<file path="src/rtl/riscv_pkg.sv">
// Shared RV32 integer register-file constants, the write-back request type
// and a population-count helper for the pending-write scoreboard.
package riscv_pkg;
  localparam int ADDR_W = 5;
  localparam int DATA_W = 32;
  localparam int NREGS  = 32;

  localparam logic [ADDR_W-1:0] REG_ZERO = 5'h0;

  typedef struct packed {
    logic              valid;
    logic [ADDR_W-1:0] addr;
    logic [DATA_W-1:0] data;
  } wb_req_t;

  function automatic logic [5:0] popcount(input logic [NREGS-1:0] v);
    logic [5:0] c;
    c = 6'd0;
    for (int i = 0; i < NREGS; i++) begin
      c = c + {5'd0, v[i]};
    end
    return c;
  endfunction
endpackage

</file>
<file path="src/rtl/regfile_wb_arbiter_if.sv">
// Write-back controller bus: instruction issue, two completion sources,
// decode operand hazard lookup and the register-file write port.
interface regfile_wb_arbiter_if;
  import riscv_pkg::*;

  logic              issue_valid;
  logic [ADDR_W-1:0] issue_rd;
  logic              issue_ready;
  logic              req0_valid;
  logic [ADDR_W-1:0] req0_addr;
  logic [DATA_W-1:0] req0_data;
  logic              req0_ready;
  logic              req1_valid;
  logic [ADDR_W-1:0] req1_addr;
  logic [DATA_W-1:0] req1_data;
  logic              req1_ready;
  logic [ADDR_W-1:0] rs1_addr;
  logic [ADDR_W-1:0] rs2_addr;
  logic              rs1_hazard;
  logic              rs2_hazard;
  logic              we;
  logic [ADDR_W-1:0] WriteAddr;
  logic [DATA_W-1:0] WriteData;
  logic [5:0]        pending_cnt;
  logic              err;
  logic              rs1_fwd;
  logic              rs2_fwd;

  modport master (
    output issue_valid, issue_rd,
    output req0_valid, req0_addr, req0_data,
    output req1_valid, req1_addr, req1_data,
    output rs1_addr, rs2_addr,
    input  issue_ready, req0_ready, req1_ready,
    input  rs1_hazard, rs2_hazard, rs1_fwd, rs2_fwd,
    input  we, WriteAddr, WriteData, pending_cnt, err
  );

  modport slave (
    input  issue_valid, issue_rd,
    input  req0_valid, req0_addr, req0_data,
    input  req1_valid, req1_addr, req1_data,
    input  rs1_addr, rs2_addr,
    output issue_ready, req0_ready, req1_ready,
    output rs1_hazard, rs2_hazard, rs1_fwd, rs2_fwd,
    output we, WriteAddr, WriteData, pending_cnt, err
  );
endinterface

</file>
<file path="src/rtl/regfile_wb_arbiter_rr_arb2.sv">
// rr_arb2: two-way round-robin arbiter; after any grant the pointer favours
// the source that was not granted. Grant is combinational from req.
module rr_arb2 (
  input  logic       clk,
  input  logic       rst,
  input  logic [1:0] req,
  output logic [1:0] gnt
);
  logic       ptr_r;
  logic [1:0] gnt_s;

  // Lone requester wins outright; on contention the pointer picks.
  always_comb begin
    gnt_s = 2'b00;
    case (req)
      2'b01:   gnt_s = 2'b01;
      2'b10:   gnt_s = 2'b10;
      2'b11:   gnt_s = ptr_r ? 2'b10 : 2'b01;
      default: gnt_s = 2'b00;
    endcase
  end

  // Pointer register.
  always_ff @(posedge clk or negedge rst) begin
    if (!rst) begin
      ptr_r <= 1'b0;
    end else if (gnt_s[0]) begin
      ptr_r <= 1'b1;
    end else if (gnt_s[1]) begin
      ptr_r <= 1'b0;
    end else begin
      ptr_r <= ptr_r;
    end
  end

  assign gnt = gnt_s;
endmodule

</file>
<file path="src/rtl/regfile_wb_arbiter.sv">
// regfile_wb_arbiter: shares the register-file write port between two
// completion sources and tracks pending writes. `define WB_FWD_EN adds bypass.
module regfile_wb_arbiter
  import riscv_pkg::*;
(
  input  logic                clk,
  input  logic                rst,
  regfile_wb_arbiter_if.slave bus
);
  wb_req_t           req0_s;
  wb_req_t           req1_s;
  wb_req_t           sel_s;
  logic [1:0]        gnt_s;
  logic              hs_s;
  logic              issue_ready_s;
  logic              err_set_s;
  logic [NREGS-1:0]  set_s;
  logic [NREGS-1:0]  clr_s;
  logic [NREGS-1:0]  pending_nxt_s;
  logic [NREGS-1:0]  pending_r;
  logic [5:0]        pending_cnt_r;
  logic              we_r;
  logic [ADDR_W-1:0] waddr_r;
  logic [DATA_W-1:0] wdata_r;
  logic              err_r;
  logic              rs1_fwd_s;
  logic              rs2_fwd_s;

  assign req0_s = {bus.req0_valid, bus.req0_addr, bus.req0_data};
  assign req1_s = {bus.req1_valid, bus.req1_addr, bus.req1_data};

  rr_arb2 u_arb (
    .clk (clk),
    .rst (rst),
    .req ({req1_s.valid, req0_s.valid}),
    .gnt (gnt_s)
  );

  // An unselected source leaves sel_s on req0 with valid low, so valid is the handshake.
  assign hs_s          = sel_s.valid;
  assign issue_ready_s = !bus.issue_valid || (bus.issue_rd == REG_ZERO) || !pending_r[bus.issue_rd];

  // Winner mux and scoreboard next state.
  always_comb begin
    sel_s = req0_s;
    set_s = {NREGS{1'b0}};
    clr_s = {NREGS{1'b0}};
    if (gnt_s[1]) begin
      sel_s = req1_s;
    end else begin
      sel_s = req0_s;
    end
    if (bus.issue_valid && issue_ready_s && (bus.issue_rd != REG_ZERO)) begin
      set_s[bus.issue_rd] = 1'b1;
    end else begin
      set_s = {NREGS{1'b0}};
    end
    if (we_r) begin
      clr_s[waddr_r] = 1'b1;
    end else begin
      clr_s = {NREGS{1'b0}};
    end
    pending_nxt_s = (pending_r & ~clr_s) | set_s;
    err_set_s     = hs_s && (sel_s.addr != REG_ZERO) && !pending_r[sel_s.addr];
  end

  // Register-file write port; x0 completions are acknowledged but never written.
  always_ff @(posedge clk or negedge rst) begin
    if (!rst) begin
      we_r    <= 1'b0;
      waddr_r <= REG_ZERO;
      wdata_r <= {DATA_W{1'b0}};
    end else if (hs_s) begin
      we_r    <= (sel_s.addr != REG_ZERO);
      waddr_r <= sel_s.addr;
      wdata_r <= sel_s.data;
    end else begin
      we_r    <= 1'b0;
    end
  end

  // Scoreboard mask, its population count and the sticky protocol error.
  always_ff @(posedge clk or negedge rst) begin
    if (!rst) begin
      pending_r     <= {NREGS{1'b0}};
      pending_cnt_r <= 6'd0;
      err_r         <= 1'b0;
    end else begin
      pending_r     <= pending_nxt_s;
      pending_cnt_r <= popcount(pending_nxt_s);
      err_r         <= err_r | err_set_s;
    end
  end

`ifdef WB_FWD_EN
  assign rs1_fwd_s = we_r && (waddr_r == bus.rs1_addr) && (bus.rs1_addr != REG_ZERO);
  assign rs2_fwd_s = we_r && (waddr_r == bus.rs2_addr) && (bus.rs2_addr != REG_ZERO);
`else
  assign rs1_fwd_s = 1'b0;
  assign rs2_fwd_s = 1'b0;
`endif

  assign bus.rs1_hazard  = (bus.rs1_addr != REG_ZERO) && pending_r[bus.rs1_addr] && !rs1_fwd_s;
  assign bus.rs2_hazard  = (bus.rs2_addr != REG_ZERO) && pending_r[bus.rs2_addr] && !rs2_fwd_s;
  assign bus.rs1_fwd     = rs1_fwd_s;
  assign bus.rs2_fwd     = rs2_fwd_s;
  assign bus.issue_ready = issue_ready_s;
  assign bus.req0_ready  = gnt_s[0];
  assign bus.req1_ready  = gnt_s[1];
  assign bus.we          = we_r;
  assign bus.WriteAddr   = waddr_r;
  assign bus.WriteData   = wdata_r;
  assign bus.pending_cnt = pending_cnt_r;
  assign bus.err         = err_r;
endmodule

</file>
<file path="src/flat_wrapper.sv">
// flat-port wrapper written by rule: the top's interface ports become plain ports
module regfile_wb_arbiter_flat import riscv_pkg::*;
  (clk, rst, bus_issue_valid, bus_issue_rd, bus_req0_valid, bus_req0_addr, bus_req0_data, bus_req1_valid, bus_req1_addr, bus_req1_data, bus_rs1_addr, bus_rs2_addr, bus_issue_ready, bus_req0_ready, bus_req1_ready, bus_rs1_hazard, bus_rs2_hazard, bus_rs1_fwd, bus_rs2_fwd, bus_we, bus_WriteAddr, bus_WriteData, bus_pending_cnt, bus_err);
  regfile_wb_arbiter_if bus_i ();
  input  logic clk;
  input  logic rst;
  input wire logic [$bits(bus_i.issue_valid)-1:0] bus_issue_valid;
  input wire logic [$bits(bus_i.issue_rd)-1:0] bus_issue_rd;
  input wire logic [$bits(bus_i.req0_valid)-1:0] bus_req0_valid;
  input wire logic [$bits(bus_i.req0_addr)-1:0] bus_req0_addr;
  input wire logic [$bits(bus_i.req0_data)-1:0] bus_req0_data;
  input wire logic [$bits(bus_i.req1_valid)-1:0] bus_req1_valid;
  input wire logic [$bits(bus_i.req1_addr)-1:0] bus_req1_addr;
  input wire logic [$bits(bus_i.req1_data)-1:0] bus_req1_data;
  input wire logic [$bits(bus_i.rs1_addr)-1:0] bus_rs1_addr;
  input wire logic [$bits(bus_i.rs2_addr)-1:0] bus_rs2_addr;
  output wire logic [$bits(bus_i.issue_ready)-1:0] bus_issue_ready;
  output wire logic [$bits(bus_i.req0_ready)-1:0] bus_req0_ready;
  output wire logic [$bits(bus_i.req1_ready)-1:0] bus_req1_ready;
  output wire logic [$bits(bus_i.rs1_hazard)-1:0] bus_rs1_hazard;
  output wire logic [$bits(bus_i.rs2_hazard)-1:0] bus_rs2_hazard;
  output wire logic [$bits(bus_i.rs1_fwd)-1:0] bus_rs1_fwd;
  output wire logic [$bits(bus_i.rs2_fwd)-1:0] bus_rs2_fwd;
  output wire logic [$bits(bus_i.we)-1:0] bus_we;
  output wire logic [$bits(bus_i.WriteAddr)-1:0] bus_WriteAddr;
  output wire logic [$bits(bus_i.WriteData)-1:0] bus_WriteData;
  output wire logic [$bits(bus_i.pending_cnt)-1:0] bus_pending_cnt;
  output wire logic [$bits(bus_i.err)-1:0] bus_err;
  assign bus_i.issue_valid = bus_issue_valid;
  assign bus_i.issue_rd = bus_issue_rd;
  assign bus_i.req0_valid = bus_req0_valid;
  assign bus_i.req0_addr = bus_req0_addr;
  assign bus_i.req0_data = bus_req0_data;
  assign bus_i.req1_valid = bus_req1_valid;
  assign bus_i.req1_addr = bus_req1_addr;
  assign bus_i.req1_data = bus_req1_data;
  assign bus_i.rs1_addr = bus_rs1_addr;
  assign bus_i.rs2_addr = bus_rs2_addr;
  assign bus_issue_ready = bus_i.issue_ready;
  assign bus_req0_ready = bus_i.req0_ready;
  assign bus_req1_ready = bus_i.req1_ready;
  assign bus_rs1_hazard = bus_i.rs1_hazard;
  assign bus_rs2_hazard = bus_i.rs2_hazard;
  assign bus_rs1_fwd = bus_i.rs1_fwd;
  assign bus_rs2_fwd = bus_i.rs2_fwd;
  assign bus_we = bus_i.we;
  assign bus_WriteAddr = bus_i.WriteAddr;
  assign bus_WriteData = bus_i.WriteData;
  assign bus_pending_cnt = bus_i.pending_cnt;
  assign bus_err = bus_i.err;
  regfile_wb_arbiter u_core (.clk(clk), .rst(rst), .bus(bus_i));
endmodule
</file>
<file path="config.mk">
export PLATFORM = sky130hd
export DESIGN_NAME = regfile_wb_arbiter_flat
export DESIGN_NICKNAME = d
export VERILOG_FILES = /design/src/rtl/riscv_pkg.sv /design/src/rtl/regfile_wb_arbiter_if.sv /design/src/rtl/regfile_wb_arbiter_rr_arb2.sv /design/src/rtl/regfile_wb_arbiter.sv /design/src/flat_wrapper.sv
export SDC_FILE = /design/constraint.sdc
export NUM_CORES = 1
export LEC_CHECK = 0
export ABC_CLOCK_PERIOD_IN_PS = 7100
export CAP_MARGIN = 25
export CORE_MARGIN = 2
export CORE_UTILIZATION = 34
export CTS_CLUSTER_SIZE = 12
export DETAILED_ROUTE_END_ITERATION = 7
export PLACE_DENSITY = 0.56
export SETUP_SLACK_MARGIN = 0.15
export SKIP_CTS_REPAIR_TIMING = 1
export SLEW_MARGIN = 30
export SYNTH_ARGS = -nofsm -noshare
export SYNTH_HDL_FRONTEND = slang
export SYNTH_HIERARCHICAL = 1
export SYNTH_SLANG_ARGS = --single-unit
export TNS_END_PERCENT = 5
</file>
<file path="constraint.sdc">
create_clock -name clk -period 7.1 [get_ports clk]
set_input_delay 1.42 -clock clk [delete_from_list [all_inputs] [get_ports clk]]
set_output_delay 1.42 -clock clk [all_outputs]
set_load 0.01 [all_outputs]
</file>
---- Yosys cells after proc, flatten, opt, wreduce, memory -nomap -nowiden ----
Cells that the tools add are included.
operators by class
  add/sub/neg operators ................... 31
  magnitude comparators ................... 7
  equal/unequal tests ..................... 3
  muxes and demuxes ....................... 20
  bitwise operators ....................... 4
  reductions and logical operators ........ 19
operators with widths
  cell                  number
  $add A6 B1 Y6         30
  $mux W32              2
  $mux W38              1
  $and A32 B32 Y32      1
  $not A32 Y32          1
  $or A32 B32 Y32       1
  $lt A5 B6 Y1 const B  5
  $bmux W1 S5           4
  $reduce_bool A5 Y1    4
  $demux W1 S5          2
  $ge A5 B1 Y1 const B  2
  $mux W1               9
  $logic_and A1 B1 Y1   8
  $pmux W2 S3           1
  $logic_not A5 Y1      1
  $eq A2 B2 Y1 const B  2
  $logic_not A1 Y1      3
  $add A1 B1 Y2         1
  $eq A2 B1 Y1 const B  1
  $logic_or A1 B1 Y1    2
  $mux W2               1
  $reduce_bool A2 Y1    1
  $or A1 B1 Y1          1
storage, ports and cells
  register bits ........................... 78
  input port bits ......................... 94
  output and inout port bits .............. 52
  logic and storage cells ................. 91

---- Logic depth before layout (Yosys ltp) ----
  word-level depth ........................ 39
  gate-level depth with buffers ........... 24
  gate-level depth less buffers ........... 21

---- By module ----
Netlist, hierarchy kept.
modules (own cells, without submodules)
  module              instances  cells each  area each (sq um)  sequential area each (sq um)
  regfile_wb_arbiter  1          515         5,401.4            1,926.8
  rr_arb2             1          6           53.8               25.0

---- Least setup slack after synthesis ----
Ideal clock, no wire load.
  path kind ............................... input to register
  from .................................... input bus_issue_rd[0]
  to ...................................... register u_core.pending_cnt_r[5], in the netlist u_core/bus.pending_cnt[5]
  setup time .............................. 119 ps
  arrival ................................. 7,027 ps
  required time ........................... 6,981 ps
  path slack .............................. -46 ps
  cell stages on the path ................. 22
  buffers on the path ..................... 2
  path through ............................ buf_1 > mux4_1 > nor2b_1 > nor4_2 > nand3_2 > or2_1 > buf_6 > o21a_1 > fa_1 > fa_1 > fa_1 > inv_1 > fa_1 > fa_1 > inv_1 > fa_1 > inv_1 > ha_1 > a21o_1 > a21oi_1 > nor2b_1 > o21a_1
on the way
  cells in the longest elaborated chain, start to end .. 39
  elaborated cells between the ends (all ways) .. 47
  those cells by class .................... add/sub: 31; order compare: 2; mux: 5; bitwise: 1; reduce/logical: 8
RTL lines
  item                                                                  RTL line                  source
  start: declaration                                                    flat_wrapper.sv:8         input wire logic [$bits(bus_i.issue_rd)-1:0] bus_issue_rd;
  parallel branches: the longest is 6 deep, another holds $lt A5 B6 Y1  n/a
  $mux W32 (*)                                                          regfile_wb_arbiter.sv:53  if (bus.issue_valid && issue_ready_s && (bus.issue_rd != REG_ZERO)) begin
  $or A32 B32 Y32 (*)                                                   regfile_wb_arbiter.sv:63  pending_nxt_s = (pending_r & ~clr_s) | set_s;
  $add A1 B1 Y2                                                         riscv_pkg.sv:20           c = c + {5'd0, v[i]};
  $add A6 B1 Y6 (29 in series)                                          riscv_pkg.sv:20
  $add A6 B1 Y6 (*)                                                     riscv_pkg.sv:20
  end signal: assignment                                                regfile_wb_arbiter.sv:90  pending_cnt_r <= popcount(pending_nxt_s);
  end: declaration                                                      regfile_wb_arbiter.sv:21  logic [5:0] pending_cnt_r;
Every way passes the cells marked *. The select of a mux whose other input is x is not followed.
A chain may end at the register's enable or synchronous reset.

---- Worst setup path in the final report ----
  from .................................... input bus_issue_rd[1]
  to ...................................... register u_core.pending_cnt_r[4], in the netlist u_core/bus.pending_cnt[4]
Same word-level chain as after synthesis.

==> results.py <==
metrics = {
    "drt": {
        "ant_nets": 0,
        "route.detailed.drc": 0,
        "via_count": 4658,
        "vias_per_cell": 5.181,
        "routedWlPerCell_um": 18.99,
        "finalWirelength_mm": 17.08,
        "drt_pre_antenna_iters": 4,
        "drt_iter0_drc": 222,
    },
    "placed_design": {
        "gp_congestion": 0.8937,
        "io_buffers": 143,
        "dp_slack_ns": -0.7882,
        "dp_hpwl_mm": 13.19,
    },
    "clock_network": {
        "cts_buffers": 9,
        "cts_tree": "yes",
        "cts_buffer_depth": 2,
        "cts.sinks": 78,
        "clk_latency_ns": 0.33,
        "h-tree-depth": 3,
        "clock-root-buffer": "clkbuf_16",
        "clk_pin_slew_ns": 0.06,
    },
    "finish": {
        "drive_gt1_share_pct": 16.25,
        "final_cell_mix": "140 x clkdlybuf4s50_1, 79 x o21ai_0, 78 x dfrtp_1",
        "antenna_cells": 0,
        "syn_to_final_growth_pct": 40.07,
        "num-nets-final": 803,
        "final_common_cell": "clkdlybuf4s50_1",
    },
    "floorplan": {
        "fp.coreArea_um2": 15770,
        "row_count": 46,
        "initial_utilization_pct": 34.59,
        "fp.dieW_um": 130.7,
        "die-area_um2": 17070,
        "io_pins": 146,
        "fp.dieH_um": 130.7,
    },
    "global_routing": {
        "grt_pass1_wl_mm": 27.00,
        "grt.overflow.total": 0,
        "grt_util_all_layers_pct": 21.06,
        "grt_pass1_vias": 4870,
        "grt_max_degree": 79,
        "antenna_found_initial": 0,
    },
    "worst_setup_path": {
        "cp-startpoint": "bus_issue_rd[1]",
        "worst_setup_path_start_kind": "input pin",
        "cp-end-kind": "register",
        "crit_top_cell": "fa_1",
        "path_buf_inv": 4,
        "cpPeakStageDelay_ns": 0.55,
        "cp_max_fo": 8,
        "critPathSlowestCell": "mux4_1",
        "rrSetupSlack_ns": 1.00,
        "worst_ep_required_time_ns": 7.31,
        "cp_cell_sequence": "clkbuf_2 -> mux4_1 -> nor2b_1 -> nor4_4 -> nand3_2 -> or2_4 -> o21a_1 -> fa_1 -> fa_1 -> fa_1 -> fa_1 -> fa_1 -> fa_1 -> inv_1 -> ha_2 -> inv_2 -> fa_2 -> inv_1 -> a21o_1 -> a21oi_2 -> xnor2_1",
        "reg2reg_from": "u_core/pending_r[12]",
        "critPathTopFamily": "adder cells",
        "worstPathArrival_ns": 7.12,
        "path_class": "input pin to register",
    },
    "synthesis": {
        "ys_warn_count": 6,
        "synth_edf_count": 0,
        "yosysUniqueCellTypes": 49,
        "avgSynthCellArea_um2": 10.47,
        "synth_ff_type": "dfrtp_1",
        "netlist_area_um2": 5455,
        "synth.top_cell.area_share_pct": 35.78,
        "synthCells": 521,
        "synth_top_area_cell": "dfrtp_1",
        "yosysSeqAreaShare_pct": 35.78,
        "synth_area_leaders": "dfrtp_1 36%, mux4_2 9.9%, fa_1 8.8%",
        "async_reset_ff_share_pct": 100.0,
        "synth_seq_cells": 78,
    },
    "flow_run": {
        "cap_violations": 0,
    },
    "timing": {
        "fmax_mhz": 144.7,
        "tns_ns": 0,
        "rsz0062_at_grt": "true",
        "final_hold_viol_count": 0,
        "tightest_slew_ns": 0.8015,
        "setup_viol": 0,
        "worst_slack_ns": 0.1909,
        "slew_violations": 0,
        "finalCritPeriodShare_pct": 97.31,
        "slew_headroom_pct": 46.57,
        "whs_ns": 0.4765,
        "period_minus_slack_ns": 6.909,
        "fin_skew_ns": 0.006055,
    },
    "status": {
        "status": "finished, final reports clean",
    },
    "worst_hold_path": {
        "hold_path_class": "register to register",
        "hp-start": "u_core/bus.WriteData[21]",
    },
}
## kinds of logic after synthesis
kind of cell | count (synthesis) | synth area share, %
fa+ha+maj | 31 | 10.41
xor+xnor | 3 | 0.4817
flops | 78 | 35.78
compound gates | 156 | 16.40
mux | 78 | 21.24
simple gates | 110 | 10.37
other cells | 1 | 0.06874
buf+inv | 64 | 5.252
## path summary, 6_finish.rpt
kind | end | cells after the start
worst min-delay path | u_core/bus.WriteData[21] | 2
worst min register to register | u_core/bus.WriteData[21] | 2
min in group asynchronous | u_core/bus.WriteData[10] | 1
worst max-delay path | u_core/bus.pending_cnt[4] | 21
max in group asynchronous | u_core/pending_r[24] | 1
worst max register to register | u_core/bus.pending_cnt[4] | 20
## worst reg2reg max path, cell delays in order (launching register included)
cell	delay [ns]
dfrtp_1	0.47
mux4_1	0.53
nor2b_1	0.17
nor4_4	0.26
nand3_2	0.13
or2_4	0.30
o21a_1	0.22
fa_1	0.55
fa_1	0.43
fa_1	0.48
fa_1	0.53
fa_1	0.44
fa_1	0.47
inv_1	0.07
ha_2	0.18
inv_2	0.04
fa_2	0.35
inv_1	0.06
a21o_1	0.11
a21oi_2	0.05
xnor2_1	0.12
## cell usage after synthesis (2+ instances only)
| master | number |
|---|---|
| a21oi_1 | 11 |
| mux4_1 | 4 |
| nor2b_1 | 8 |
| xnor2_1 | 3 |
| buf_6 | 4 |
| buf_4 | 2 |
| buf_1 | 4 |
| dfrtp_1 | 78 |
| nand2b_1 | 4 |
| o21ai_1 | 24 |
| and2_1 | 2 |
| a21o_1 | 2 |
| mux2_2 | 7 |
| fa_1 | 24 |
| nand2_1 | 49 |
| nand3_1 | 6 |
| nand3b_1 | 10 |
| inv_1 | 29 |
| or2_1 | 2 |
| a32oi_1 | 2 |
| clkbuf_1 | 18 |
| o21a_1 | 24 |
| mux2i_1 | 42 |
| nor2_1 | 12 |
| nor3_1 | 3 |
| buf_2 | 6 |
| mux4_2 | 24 |
| a211oi_1 | 2 |
| o211ai_1 | 5 |
| or3b_2 | 5 |
| or3_1 | 2 |
| or2_4 | 2 |
| o21ai_0 | 79 |
| ha_1 | 7 |
## state kept, by name (all words and copies together), names as in the netlist
name and flops:
u_core/bus.WriteAddr 5, u_core/bus.err 1, u_core/bus.pending_cnt 6, u_core/pending_r 32, u_core/bus.WriteData 32, u_core/u_arb/ptr_r 1
u_core/bus.we 1
## layout make-up
type                            instances  area [um^2]
Fill cell                            1499         8129
Sequential cell                        78         1952
Tap cell                              216        270.3
Multi-Input combinational cell        380         3289
Clock inverter                          2        38.79
Inverter                               29        108.9
Timing Repair Buffer                  180         1708
Clock buffer                           14        274.0
## routing by layer
| metal | part of all wire (%) | track usage, % |
|---|---|---|
| met1 | 41 | 26.29 |
| met2 | 49 | 35.78 |
| met3 | 6.5 | 4.072 |
| met4 | 3.2 | 9.136 |
| met5 | 0 | 0 |
## metrics by stage
step / cell area, um^2 / std cells / utilization, %
2_1_floorplan: 5488 / 522 / -
3_3_place_gp: 7281 / 882 / 46.17
3_5_place_dp: 7284 / 882 / 46.19
4_1_cts: 7597 / 898 / 48.18
5_1_grt: 7641 / 899 / 48.45
6_report: 7641 / 899 / 48.45
Power is left out: the tool's default activity adds up to more than one toggle a clock period on the data nets, which glitch-free logic cannot reach.
